$ cat src/rtl/shreg_arbiter.sv
// shreg_arbiter: two-requester round-robin arbiter feeding a WIDTH-bit
// MSB-first serialiser. Each grant shifts out one word, then pulses the
// requester's ack.
// Optional build macro SHREG_ARBITER_PARITY_EN appends an even-parity bit
// after the data bits and delays the ack by one cycle.
module shreg_arbiter #(
    parameter int WIDTH = 8
) (
    input  logic             c,
    input  logic             rst_n,
    input  logic             req0,
    input  logic [WIDTH-1:0] data0,
    input  logic             req1,
    input  logic [WIDTH-1:0] data1,
    output logic             ack0,
    output logic             ack1,
    output logic             busy,
    output logic             grant_id,
    output logic             sdo,
    output logic             sdo_valid
);

    localparam int CW = $clog2(WIDTH + 1);

    typedef enum logic [1:0] {
        IDLE  = 2'd0,
        SHIFT = 2'd1,
        DONE  = 2'd2
    } state_t;

    state_t           state, state_nxt;
    logic [WIDTH-1:0] shreg, shreg_nxt;
    logic [CW-1:0]    cnt, cnt_nxt;
    logic             last, last_nxt;
    logic             gid_nxt, sdo_nxt, valid_nxt;
    logic             ack0_nxt, ack1_nxt, busy_nxt;
    logic             win;
    logic [WIDTH-1:0] word_sel;
`ifdef SHREG_ARBITER_PARITY_EN
    logic             par, par_nxt;
`endif

    // Round-robin pick: a lone requester wins, contention goes to the one not served last.
    always_comb begin
        win      = (req0 && req1) ? ~last : req1;
        word_sel = win ? data1 : data0;
    end

    // Next-state and next-output decode; every output is registered from these.
    always_comb begin
        state_nxt = state;
        shreg_nxt = shreg;
        cnt_nxt   = cnt;
        last_nxt  = last;
        gid_nxt   = grant_id;
        busy_nxt  = busy;
        sdo_nxt   = 1'b0;
        valid_nxt = 1'b0;
        ack0_nxt  = 1'b0;
        ack1_nxt  = 1'b0;
`ifdef SHREG_ARBITER_PARITY_EN
        par_nxt   = par;
`endif
        case (state)
            IDLE: begin
                busy_nxt = 1'b0;
                if (req0 || req1) begin
                    state_nxt = SHIFT;
                    gid_nxt   = win;
                    shreg_nxt = word_sel;
                    cnt_nxt   = '0;
                    sdo_nxt   = word_sel[WIDTH-1];
                    valid_nxt = 1'b1;
                    busy_nxt  = 1'b1;
`ifdef SHREG_ARBITER_PARITY_EN
                    par_nxt   = ^word_sel;
`endif
                end
            end
            SHIFT: begin
                busy_nxt  = 1'b1;
                shreg_nxt = shreg << 1;
                cnt_nxt   = cnt + 1'b1;
`ifdef SHREG_ARBITER_PARITY_EN
                if (cnt == CW'(WIDTH)) begin
                    state_nxt = DONE;
                    ack0_nxt  = ~grant_id;
                    ack1_nxt  = grant_id;
                end else if (cnt == CW'(WIDTH - 1)) begin
                    sdo_nxt   = par;
                    valid_nxt = 1'b1;
                end else begin
                    sdo_nxt   = shreg[WIDTH-2];
                    valid_nxt = 1'b1;
                end
`else
                if (cnt == CW'(WIDTH - 1)) begin
                    state_nxt = DONE;
                    ack0_nxt  = ~grant_id;
                    ack1_nxt  = grant_id;
                end else begin
                    // sdo is registered, so load the bit that becomes MSB after this shift
                    sdo_nxt   = shreg[WIDTH-2];
                    valid_nxt = 1'b1;
                end
`endif
            end
            DONE: begin
                state_nxt = IDLE;
                busy_nxt  = 1'b0;
                last_nxt  = grant_id;
            end
            default: begin
                state_nxt = IDLE;
                busy_nxt  = 1'b0;
            end
        endcase
    end

    // State register.
    always_ff @(posedge c or negedge rst_n) begin
        if (!rst_n) state <= IDLE;
        else        state <= state_nxt;
    end

    // Datapath and registered outputs.
    always_ff @(posedge c or negedge rst_n) begin
        if (!rst_n) begin
            shreg     <= '0;
            cnt       <= '0;
            last      <= 1'b1;
            grant_id  <= 1'b0;
            busy      <= 1'b0;
            sdo       <= 1'b0;
            sdo_valid <= 1'b0;
            ack0      <= 1'b0;
            ack1      <= 1'b0;
`ifdef SHREG_ARBITER_PARITY_EN
            par       <= 1'b0;
`endif
        end else begin
            shreg     <= shreg_nxt;
            cnt       <= cnt_nxt;
            last      <= last_nxt;
            grant_id  <= gid_nxt;
            busy      <= busy_nxt;
            sdo       <= sdo_nxt;
            sdo_valid <= valid_nxt;
            ack0      <= ack0_nxt;
            ack1      <= ack1_nxt;
`ifdef SHREG_ARBITER_PARITY_EN
            par       <= par_nxt;
`endif
        end
    end

endmodule
$ cat config.mk
export PLATFORM = sky130hd
export DESIGN_NAME = shreg_arbiter
export DESIGN_NICKNAME = d
export VERILOG_FILES = /design/src/rtl/shreg_arbiter.sv
export SDC_FILE = /design/constraint.sdc
export NUM_CORES = 1
export LEC_CHECK = 0
export BUFFER_PORTS_ARGS = -buffer_cell sky130_fd_sc_hd__buf_2
export CORE_MARGIN = 2
export CORE_UTILIZATION = 45
export CTS_CLUSTER_DIAMETER = 200
export DETAILED_ROUTE_END_ITERATION = 8
export PLACE_DENSITY = 0.73
export SLEW_MARGIN = 5
export SYNTH_ARGS = -nofsm -noshare
export SYNTH_HDL_FRONTEND = slang
export SYNTH_SLANG_ARGS = --single-unit
$ cat constraint.sdc
create_clock -name c -period 1.35 [get_ports c]
set_clock_uncertainty 0.1 [all_clocks]
set_input_delay 0.0675 -clock c [delete_from_list [all_inputs] [get_ports c]]
set_output_delay 0.0675 -clock c [all_outputs]
set_load 0.1 [all_outputs]
* Word-level counts from Yosys, hierarchy flattened *
Cells that the tools add are included.

cells by class
  $add $sub $neg = 1
  equality and inequality tests = 5
  multiplexer cells = 20
  bitwise operators = 2
  reductions and logical operators = 7

operators by type and width
  kind                                                              count
  7-bit one-hot mux with 2 select lines                             1
  1-bit two-way mux                                                 9
  8-bit two-way mux                                                 1
  4-bit one-hot mux with 2 select lines                             1
  7-bit two-way mux                                                 1
  1-bit one-hot mux with 2 select lines                             3
  2-bit AND reduction                                               3
  4-bit by 1-bit adder with 4-bit output (second input constant)    1
  4-bit by 3-bit == test with 1-bit output (second input constant)  1
  2-bit two-way mux                                                 2
  4-bit two-way mux                                                 1
  2-bit != test (second input constant)                             2
  2-bit one-hot mux with 2 select lines                             1
  2-bit by 1-bit == test with 1-bit output (second input constant)  1
  2-bit == test (second input constant)                             1
  2-bit zero test                                                   1
  1-bit inverter                                                    2
  2-bit nonzero test                                                1
  1-bit logical AND                                                 1
  1-bit logical OR                                                  1

storage, ports and cells
  register bits after elaboration = 20
  input bits = 20
  output and inout port bits = 6
  word-level logic and storage cells = 45

* Depth between registers and ports, before layout *
Gate-level depths: netlist of the first run.

  depth after elaboration = 5
  depth in mapped cells = 5
  mapped depth without buffers = 4

* Worst setup path after synthesis of the first run *
No wires, ideal clock.

  kind = register to register
  start = register, netlist name grant_id
  end = register grant_id
  library setup time = 69 ps
  arrival time = 1192 ps
  required time = 1181 ps
  setup slack = -11 ps
  cell stages (with the launch flop) = 2
  buffers on the path = 0
  clock period less this slack = 1361 ps
  path through = dfrtp_1 -> a22o_1

RTL lines
  what                    RTL line  source
  end signal: assignment  145       grant_id <= gid_nxt;
  end: declaration        18        output logic grant_id,

* Worst setup path after layout of the first run *
  start = register last
  end = register shreg[5]

on the way
  longest elaborated chain between the ends = 5

ends and longest elaborated chain
  what                                   RTL line  source
  start: declaration                     34        logic last, last_nxt;
  start signal: assignment               144       last <= last_nxt;
  1-bit inverter                         45        win = (req0 && req1) ? ~last : req1;
  1-bit two-way mux                      45
  8-bit two-way mux                      46        word_sel = win ? data1 : data0;
  7-bit two-way mux                      67        if (req0 || req1) begin
  7-bit one-hot mux with 2 select lines  64        case (state)
  end signal: assignment                 142       shreg <= shreg_nxt;
  end: declaration                       32        logic [WIDTH-1:0] shreg, shreg_nxt;

No other way between the ends. The select of a mux whose other input is x is not followed.
A chain may end at the register's enable or synchronous reset.

==> metrics.yaml, run 1 <==
clock_tree:
  cts_root_buf: "clkbuf_4"
  cts_buffers: 3
  h-tree-depth: 1
  clk_pin_slew_ps: 120
  clock_path_buffers: 2
  cts_tree: "yes"
  clkSinkCount: 20
  insertion_delay_ps: 310
sta:
  slew_violations: 0
  relSlewSlack: 0.677
  setup_viol: 0
  period_share: 0.987
  max_freq_ghz: 0.750
  period_needed_ps: 1330
  tightest_slew_ps: 488
  hold_violations: 0
critical_path:
  start_kind: "register"
  max_stage_delay_ps: 400
  crit_type: "register to register"
  cp-end-kind: "register"
  worst_path_max_delay_cell: "dfstp_2"
  worstReg2RegEnd: "shreg[5]"
  cp_cell_sequence: "a21boi_4, buf_12, mux2i_1, o221ai_1"
  r2r_setup_slack_ps: 20
  reg2reg_depth: 4
  cp_data_required_time_ps: 1440
  critPathArrivalTime_ps: 1430
  crit_fanout: 5
  r2r_start: "last"
logic_synthesis:
  ys_seq_elements: 20
  synthArstFlopShare: 1.00
  avgSynthCellArea_sq_um: 11.2
  synth_warnings: 0
  synth_edf_count: 0
  synth_nets: 104
  syn_area_sq_um: 930
  dominantRegCellSynth: "dfrtp_1"
  synth.distinct_cells: 29
  synth_seq_area_share: 0.540
  syn_inst: 83
finish:
  drive_gt1_frac: 0.368
  fin_nets: 158
  antennaDiodeCount: 0
  layout_commonest_cell: "buf_2"
  layout_common_cells: "buf_2, dfrtp_1, dlygate4sd3_1"
  fin_cells: 163
  area_delta_synth_final_pct: 52.5
  nFillCells: 141
detailed_routing:
  drt-initial-drc-count: 9
  first_pass_iters: 4
  wl_per_cell_microns: 15.0
  via_count: 845
  drtAntennaViolNets: 0
  wirelength_microns: 2440
  viasPerCell: 5.18
  route.detailed.drc: 0
outcome:
  run_status: "complete, no violations"
global_route:
  overflow: 0
  grt_max_degree: 21
  grt_antenna_before_repair: 0
  grt_pass1_wl_microns: 3850
  grt_pass1_vias: 884
  grtUsageTotal: 0.212
power:
  power_density_nw_per_um2: 1900
  seq_power_share: 0.364
  peakVddDrop_uv: 1430
  switching_share: 0.448
  p_comb_frac: 0.500
  p_switching_mw: 1.21
  finalPower_mw: 2.70
  p_int_mw: 1.49
  power.leakage_nw: 0.697
  clockPowerShare: 0.136
placed_design:
  place_hpwl_microns: 1400
  gp_congestion: 0.758
  dp_cells: 140
  io_buffer_count: 25
min_path:
  min_to: "grant_id"
  holdCritPathClass: "input pin to register"
  min_path_cells: 3
  hp-start: "req1"
floorplanning:
  die_area_sq_um: 2450
  die_w_microns: 49.5
  start_util: 0.474
  io_pins: 26
  num_rows: 16
  design.core.area_sq_um: 1960
  die_h_microns: 49.5
run:
  maxCapViolCount: 0
## per-stage QoR
stage / hold slack (ps) / instance area [sq um] / setup slack [ps] / setup TNS (ps) / util
finish: 99.5 / 1420 / 17.0 / 0 / 0.723
global placement: -62.7 / 1140 / 49.4 / 0 / 0.582
detailed placement: -61.2 / 1140 / -2.16 / -2.16 / 0.582
floorplan: -328 / 931 / 47.7 / 0 / -
global route: 112 / 1420 / -69.6 / -115 / 0.723
CTS: 80.6 / 1350 / 13.9 / 0 / 0.689
## synthesized netlist by cell type, types with 2 or more instances
cell type | instances | area share
dfrtp_1 | 19 | 0.51
mux2i_1 | 11 | 0.12
nand2_1 | 9 | 0.036
inv_1 | 7 | 0.028
o221ai_1 | 6 | 0.057
nor2b_1 | 3 | 0.020
buf_4 | 2 | 0.016
nor2_1 | 2 | 0.0081
o211ai_1 | 2 | 0.016
o21ai_0 | 2 | 0.011
o21bai_1 | 2 | 0.016
## registers in the layout (all words and copies together) (netlist names)
name,cells
sdo,1
last,1
state,2
busy,1
ack1,1
cnt,4
sdo_valid,1
grant_id,1
shreg,7
ack0,1
## cell type report
type                            instances  area, sq um  area share
Multi-Input combinational cell         53          414       0.292
Clock buffer                            4         36.3      0.0256
Sequential cell                        20          504       0.356
Inverter                                7         26.3      0.0185
Tap cell                               27         33.8      0.0238
Timing Repair Buffer                   52          403       0.284
## cell families after synthesis
family / after synthesis / synth area share
buffers and inverters: 10 / 0.0498
AOI/OAI and AO/OA: 21 / 0.172
DFF: 20 / 0.540
adders and majority gates: 1 / 0.0135
muxes: 11 / 0.118
and+or+nand+nor: 20 / 0.106
## worst max-delay path by stage
stage | from | end | slack [ps] | cells after the start
3_5_place_dp | last | shreg[6] | -2 | 4
3_3_place_gp | last | shreg[6] | 50 | 4
6_report | last | shreg[5] | 20 | 4
2_1_floorplan | state[1] | shreg[0] | 50 | 4
4_1_cts | grant_id | grant_id | 10 | 1
5_1_grt | last | shreg[5] | -70 | 4
## routing by layer
metal / wire length, microns / up-vias / track usage
met4: 61 / 0 / 0.125
met3: 66 / 5 / 0.0364
met2: 1300 / 18 / 0.385
met1: 1020 / 420 / 0.228
met5: 0 / - / 0
li1: - / 402 / -
## power by group through the flow
stage | sequential (mW) | clock [mW] | combinational (mW)
2_1_floorplan | 1.32 | 0 | 0.543
3_3_place_gp | 0.969 | 0 | 1.19
3_5_place_dp | 0.979 | 0 | 1.20
4_1_cts | 0.967 | 0.367 | 1.25
5_1_grt | 1.01 | 0.387 | 1.45
6_report | 0.983 | 0.366 | 1.35
## worst max-delay path, delay by kind of cell (launching register included)
family                 cells  cell delay [ps]
AOI/OAI and AO/OA          2              340
DFF                        1              400
buffers and inverters      1              150
muxes                      1              230
## what timing repair did
action	4_1_cts	5_1_grt
cloned	0	1
endpoints found under the setup margin	5	11
hold buffers	17	0
pin swaps	0	5
resized for setup	1	9
hold endpoints to repair	28	0
buffers inserted	0	1
(Power assumes the default switching activity.)
==> run 2: changes to the inputs <==
--- a/config.mk
+++ b/config.mk
@@ -7,10 +7,10 @@
 export LEC_CHECK = 0
 export BUFFER_PORTS_ARGS = -buffer_cell sky130_fd_sc_hd__buf_2
 export CORE_MARGIN = 2
-export CORE_UTILIZATION = 45
+export CORE_UTILIZATION = 49
 export CTS_CLUSTER_DIAMETER = 200
 export DETAILED_ROUTE_END_ITERATION = 8
-export PLACE_DENSITY = 0.73
+export PLACE_DENSITY = 0.76
 export SLEW_MARGIN = 5
 export SYNTH_ARGS = -nofsm -noshare
 export SYNTH_HDL_FRONTEND = slang
==> constraint.sdc (replaced) <==
create_clock -name c -period 1.34 [get_ports c]
set_clock_uncertainty 0.1 [all_clocks]
set_input_delay 0.067 -clock c [delete_from_list [all_inputs] [get_ports c]]
set_output_delay 0.067 -clock c [all_outputs]
set_load 0.1 [all_outputs]
==> run 2 against run 1 <==
The flow now finishes with violations (hold timing, setup timing). Hold slack worse by 110 ps. Critical path type unchanged. Design area down 4.5%. Clock-buffer cell count shrank 1. Largest cell class unchanged.
==> metrics.yaml, run 2 (synthesis results as in run 1) <==
floorplanning:
  start_util: 0.527
  io_pins: 26
  num_rows: 15
  die_w_microns: 47.6
  design.core.area_sq_um: 1760
  die_h_microns: 47.6
  die_area_sq_um: 2260
sta:
  hold_violations: 2
  fin_setup_tns_ps: -21.0
  grt_setup_unrepaired: "true"
  period_needed_ps: 1360
  period_share: 1.02
  timing.hold.ws_ps: -14.7
  slew_violations: 0
  setup_viol: 1
  tightest_slew_ps: 488
  max_freq_ghz: 0.735
  relSlewSlack: 0.677
  setup_ws_ps: -21.0
clock_tree:
  clkSinkCount: 20
  insertion_delay_ps: 300
  cts_tree: "yes"
  clk_pin_slew_ps: 120
  h-tree-depth: 1
  cts_buffers: 3
  cts_root_buf: "clkbuf_4"
  clock_path_buffers: 2
min_path:
  holdCritPathClass: "input pin to register"
  min_path_cells: 3
  hp-start: "data0[2]"
global_route:
  grt_pass1_wl_microns: 3350
  grtUsageTotal: 0.213
  grt_use_met2: 0.381
  met1_usage: 0.252
  grt_busiest_layer: "met2"
  grt_max_degree: 21
  grt_pass1_vias: 789
  overflow: 0
  met3_usage: 0.0415
  grt_antenna_before_repair: 0
run:
  maxCapViolCount: 0
finish:
  regMostFlops: "shreg"
  largest_reg_flops: 7
  drive_gt1_frac: 0.397
  fin_nets: 153
  layout_commonest_cell: "buf_2"
  area_delta_synth_final_pct: 45.6
  antennaDiodeCount: 0
  layout_common_cells: "buf_2, dfrtp_1, dlygate4sd3_1"
  reg_top3: "shreg x7, cnt x4, state x2"
detailed_routing:
  route.detailed.drc: 0
  wl_per_cell_microns: 15.1
  first_pass_iters: 4
  drt-initial-drc-count: 19
  viasPerCell: 5.37
  drtAntennaViolNets: 0
  via_count: 837
  wirelength_microns: 2360
power:
  peakVddDrop_uv: 1520
  power.leakage_nw: 0.672
  power_density_nw_per_um2: 2100
placed_design:
  gp_congestion: 0.760
  place_hpwl_microns: 1320
  io_buffer_count: 25
critical_path:
  crit_fanout: 5
  worstSetupStartpoint: "last"
  critPathArrivalTime_ps: 1420
  reg2reg_depth: 3
  cp_data_required_time_ps: 1390
  start_kind: "register"
  crit_type: "register to register"
  cp-end-kind: "register"
  r2r_start: "last"
outcome:
  violations: "hold timing, setup timing"
  run_status: "complete, but fails checks"
run 2: report_power, final:
group	switching, mW	total [mW]	leakage [nW]	internal (mW)
Sequential	0.165	0.995	0.246	0.830
Clock	0.194	0.496	0.0279	0.302
Combinational	0.863	1.35	0.398	0.488
run 2: layout make-up:
type	count	area [sq um]
clock buffers	3	22.5
clock inverters	1	30.0
fillers	129	410
inverters	7	26.3
multi-input cells	54	428
flip-flops and latches	20	503
well taps	25	31.3
repair buffers	46	313
run 2: final timing paths:
path,to,slack (ps)
setup reg to reg,shreg[6],-20
setup / recovery,shreg[6],-20
hold reg to reg,cnt[3],390
max in group asynchronous,last,670
min in group asynchronous,ack1,120
hold / removal,shreg[2],-10
run 2: per-stage QoR:
step / instances / util / total power [mW] / worst slack, ps / cell area, sq um
5_1_grt: 156 / 0.767 / 2.99 / -34.3 / 1350
4_1_cts: 155 / 0.748 / 2.77 / 7.23 / 1320
3_3_place_gp: 138 / 0.639 / 2.17 / 3.67 / 1130
2_1_floorplan: 83 / - / 1.88 / 37.7 / 931
3_5_place_dp: 138 / 0.639 / 2.20 / -37.0 / 1130
6_report: 156 / 0.767 / 2.84 / -21.0 / 1350
run 2: repair_timing:
| item | in CTS | in global routing |
|---|---|---|
| setup endpoints to repair | 8 | 14 |
| pin swaps | 2 | 2 |
| hold buffers | 11 | 0 |
| resized for setup | 4 | 7 |
| cloned | 0 | 1 |
| hold endpoints to repair | 25 | 0 |
| setup buffers | 2 | 1 |
run 2: worst max-delay path, cell delays in order, from the launching register on:
cell and delay (ps):
dfstp_2 420, a21boi_4 280, mux2i_2 280, o221ai_1 140
run 2: routing by layer:
layer,part of all wire,vias to the layer above
met2,0.51,30
met3,0.042,6
met4,0.018,0
met5,0,-
li1,-,396
met1,0.43,405
==> run 3: changes to the inputs <==
--- a/config.mk
+++ b/config.mk
@@ -5,12 +5,13 @@
 export SDC_FILE = /design/constraint.sdc
 export NUM_CORES = 1
 export LEC_CHECK = 0
-export BUFFER_PORTS_ARGS = -buffer_cell sky130_fd_sc_hd__buf_2
+export BUFFER_PORTS_ARGS = -buffer_cell sky130_fd_sc_hd__clkbuf_2
 export CORE_MARGIN = 2
 export CORE_UTILIZATION = 49
 export CTS_CLUSTER_DIAMETER = 200
 export DETAILED_ROUTE_END_ITERATION = 8
 export PLACE_DENSITY = 0.76
+export RECOVER_POWER = 25
 export SLEW_MARGIN = 5
 export SYNTH_ARGS = -nofsm -noshare
 export SYNTH_HDL_FRONTEND = slang
==> run 3 against run 2 <==
The run ends with hold timing left. Via count is 1.3% lower. Largest cell class unchanged. Highest routed layer unchanged. Clock power down 34%. Critical path depth up 2. Hold slack got worse by 15 ps. Sequential share of layout area grew 0.16 points. Global-route usage up 1.7 points. Routed wire length fell by 1.7%.
==> metrics.yaml, run 3 (synthesis results as in run 1) <==
detailed_routing:
  first_pass_iters: 4
  wirelength_microns: 2320
  drt-initial-drc-count: 7
  wl_per_cell_microns: 14.9
  route.detailed.drc: 0
  drtAntennaViolNets: 0
  via_count: 826
  viasPerCell: 5.29
min_path:
  min_to: "shreg[3]"
  min_path_cells: 3
  holdCritPathClass: "input pin to register"
  hp-start: "data0[3]"
sta:
  timing.hold.ws_ps: -29.5
  relSlewSlack: 0.643
  period_share: 0.993
  hold_violations: 2
  tightest_slew_ps: 538
  slew_violations: 0
  max_freq_ghz: 0.752
  setup_viol: 0
  period_needed_ps: 1330
  grt_setup_unrepaired: "true"
finish:
  reg_top3: "shreg x7, cnt x4, state x2"
  final_core_util: 0.766
  antennaDiodeCount: 0
  fin_cells: 156
  drive_gt1_frac: 0.359
  multi_input_area_sq_um: 408
  regArea_sq_um: 504
  nFillCells: 131
  layout_commonest_cell: "clkbuf_2"
  layout_common_cells: "clkbuf_2, dfrtp_1, dlygate4sd3_1"
  largest_reg_flops: 7
  area_delta_synth_final_pct: 45.4
  regMostFlops: "shreg"
  fin_nets: 153
power:
  p_switching_mw: 1.22
  p_comb_frac: 0.508
  p_int_mw: 1.47
  peakVddDrop_uv: 1260
  power.leakage_nw: 0.663
  clockPowerShare: 0.121
  power_density_nw_per_um2: 1990
  switching_share: 0.454
  seq_power_share: 0.370
  finalPower_mw: 2.69
clock_tree:
  cts_tree: "yes"
  clock_path_buffers: 2
  h-tree-depth: 1
  cts_root_buf: "clkbuf_4"
  clkSinkCount: 20
  clk_pin_slew_ps: 120
  cts_buffers: 3
  insertion_delay_ps: 330
placed_design:
  dp_cells: 137
  io_buffer_count: 25
  gp_congestion: 0.785
  place_hpwl_microns: 1440
run:
  maxCapViolCount: 0
critical_path:
  r2r_setup_slack_ps: 10
  cp-end-kind: "register"
  cp_data_required_time_ps: 1460
  crit_fanout: 8
  reg2reg_depth: 5
  r2r_start: "last"
  crit_type: "register to register"
  start_kind: "register"
  worstSetupStartpoint: "last"
  worstReg2RegEnd: "sdo"
  critPathArrivalTime_ps: 1450
global_route:
  grt_antenna_before_repair: 0
  overflow: 0
  grt_pass1_vias: 837
  grt_max_degree: 21
  grtUsageTotal: 0.230
  grt_pass1_wl_microns: 3460
floorplanning:
  design.core.area_sq_um: 1760
  start_util: 0.527
  die_h_microns: 47.6
  die_w_microns: 47.6
  num_rows: 15
  io_pins: 26
  die_area_sq_um: 2260
outcome:
  violations: "hold timing"
  run_status: "complete, but fails checks"
run 3: cell types whose count changed in the layout (fill, tap and decap cells not counted), sizes merged:
cell / delta
a21boi: -1
buf: -22
bufinv: -1
clkbuf: +21
dlygate4sd3: +3
run 3: worst max path at each step:
stage | endpoint | slack (ps) | cells after the start
final | sdo | 10 | 5
after global routing | shreg[3] | -30 | 4
after CTS | shreg[3] | 10 | 4
after detailed placement | shreg[3] | -70 | 4
after global placement | grant_id | 10 | 3
after floorplan | shreg[0] | 40 | 4
run 3: final cells by class:
class,count,area share
clock buffer,4,0.0194
inverter,7,0.0194
multi-input combinational,53,0.302
timing repair buffer,47,0.263
sequential,20,0.373
tap,25,0.0231
run 3: timing repair:
| action | in CTS | in global routing |
|---|---|---|
| hold buffers | 13 | 1 |
| endpoints found under the setup margin | 8 | 16 |
| resized for setup | 3 | 7 |
| endpoints found under the hold margin | 26 | 1 |
| pin swaps | 0 | 6 |
| setup buffers | 0 | 1 |
run 3: per-stage QoR:
| step | hold slack, ps | setup WS, ps | TNS [ps] | area [sq um] |
|---|---|---|---|---|
| finish | -29.5 | 9.56 | 0 | 1350 |
| global route | 6.73 | -30.4 | -78.8 | 1350 |
| CTS | 7.59 | 14.2 | 0 | 1310 |
| detailed placement | -42.8 | -67.0 | -328 | 1140 |
| global placement | -46.4 | 12.4 | 0 | 1140 |
| floorplan | -329 | 37.7 | 0 | 931 |
run 3: power groups by stage:
stage / Clock [mW] / Sequential (mW) / Combinational (mW)
after floorplan: 0 / 1.33 / 0.547
after detailed placement: 0 / 1.00 / 1.26
after global routing: 0.353 / 1.02 / 1.47
final: 0.327 / 0.996 / 1.37
after global placement: 0 / 0.986 / 1.23
after CTS: 0.308 / 0.987 / 1.30
run 3: layer usage:
metal	wire, microns	GRT usage	vias up
li1	-	-	392
met1	918	0.252	397
met2	1220	0.419	32
met3	129	0.0566	5
met4	48	0.0973	0
met5	0	0	-
run 3: worst max-delay path, stage by stage, from the launching register on:
cell and delay [ps]:
dfstp_2 560, a21boi_2 70, buf_6 150, buf_4 130
mux2i_1 130, o2bb2ai_1 80
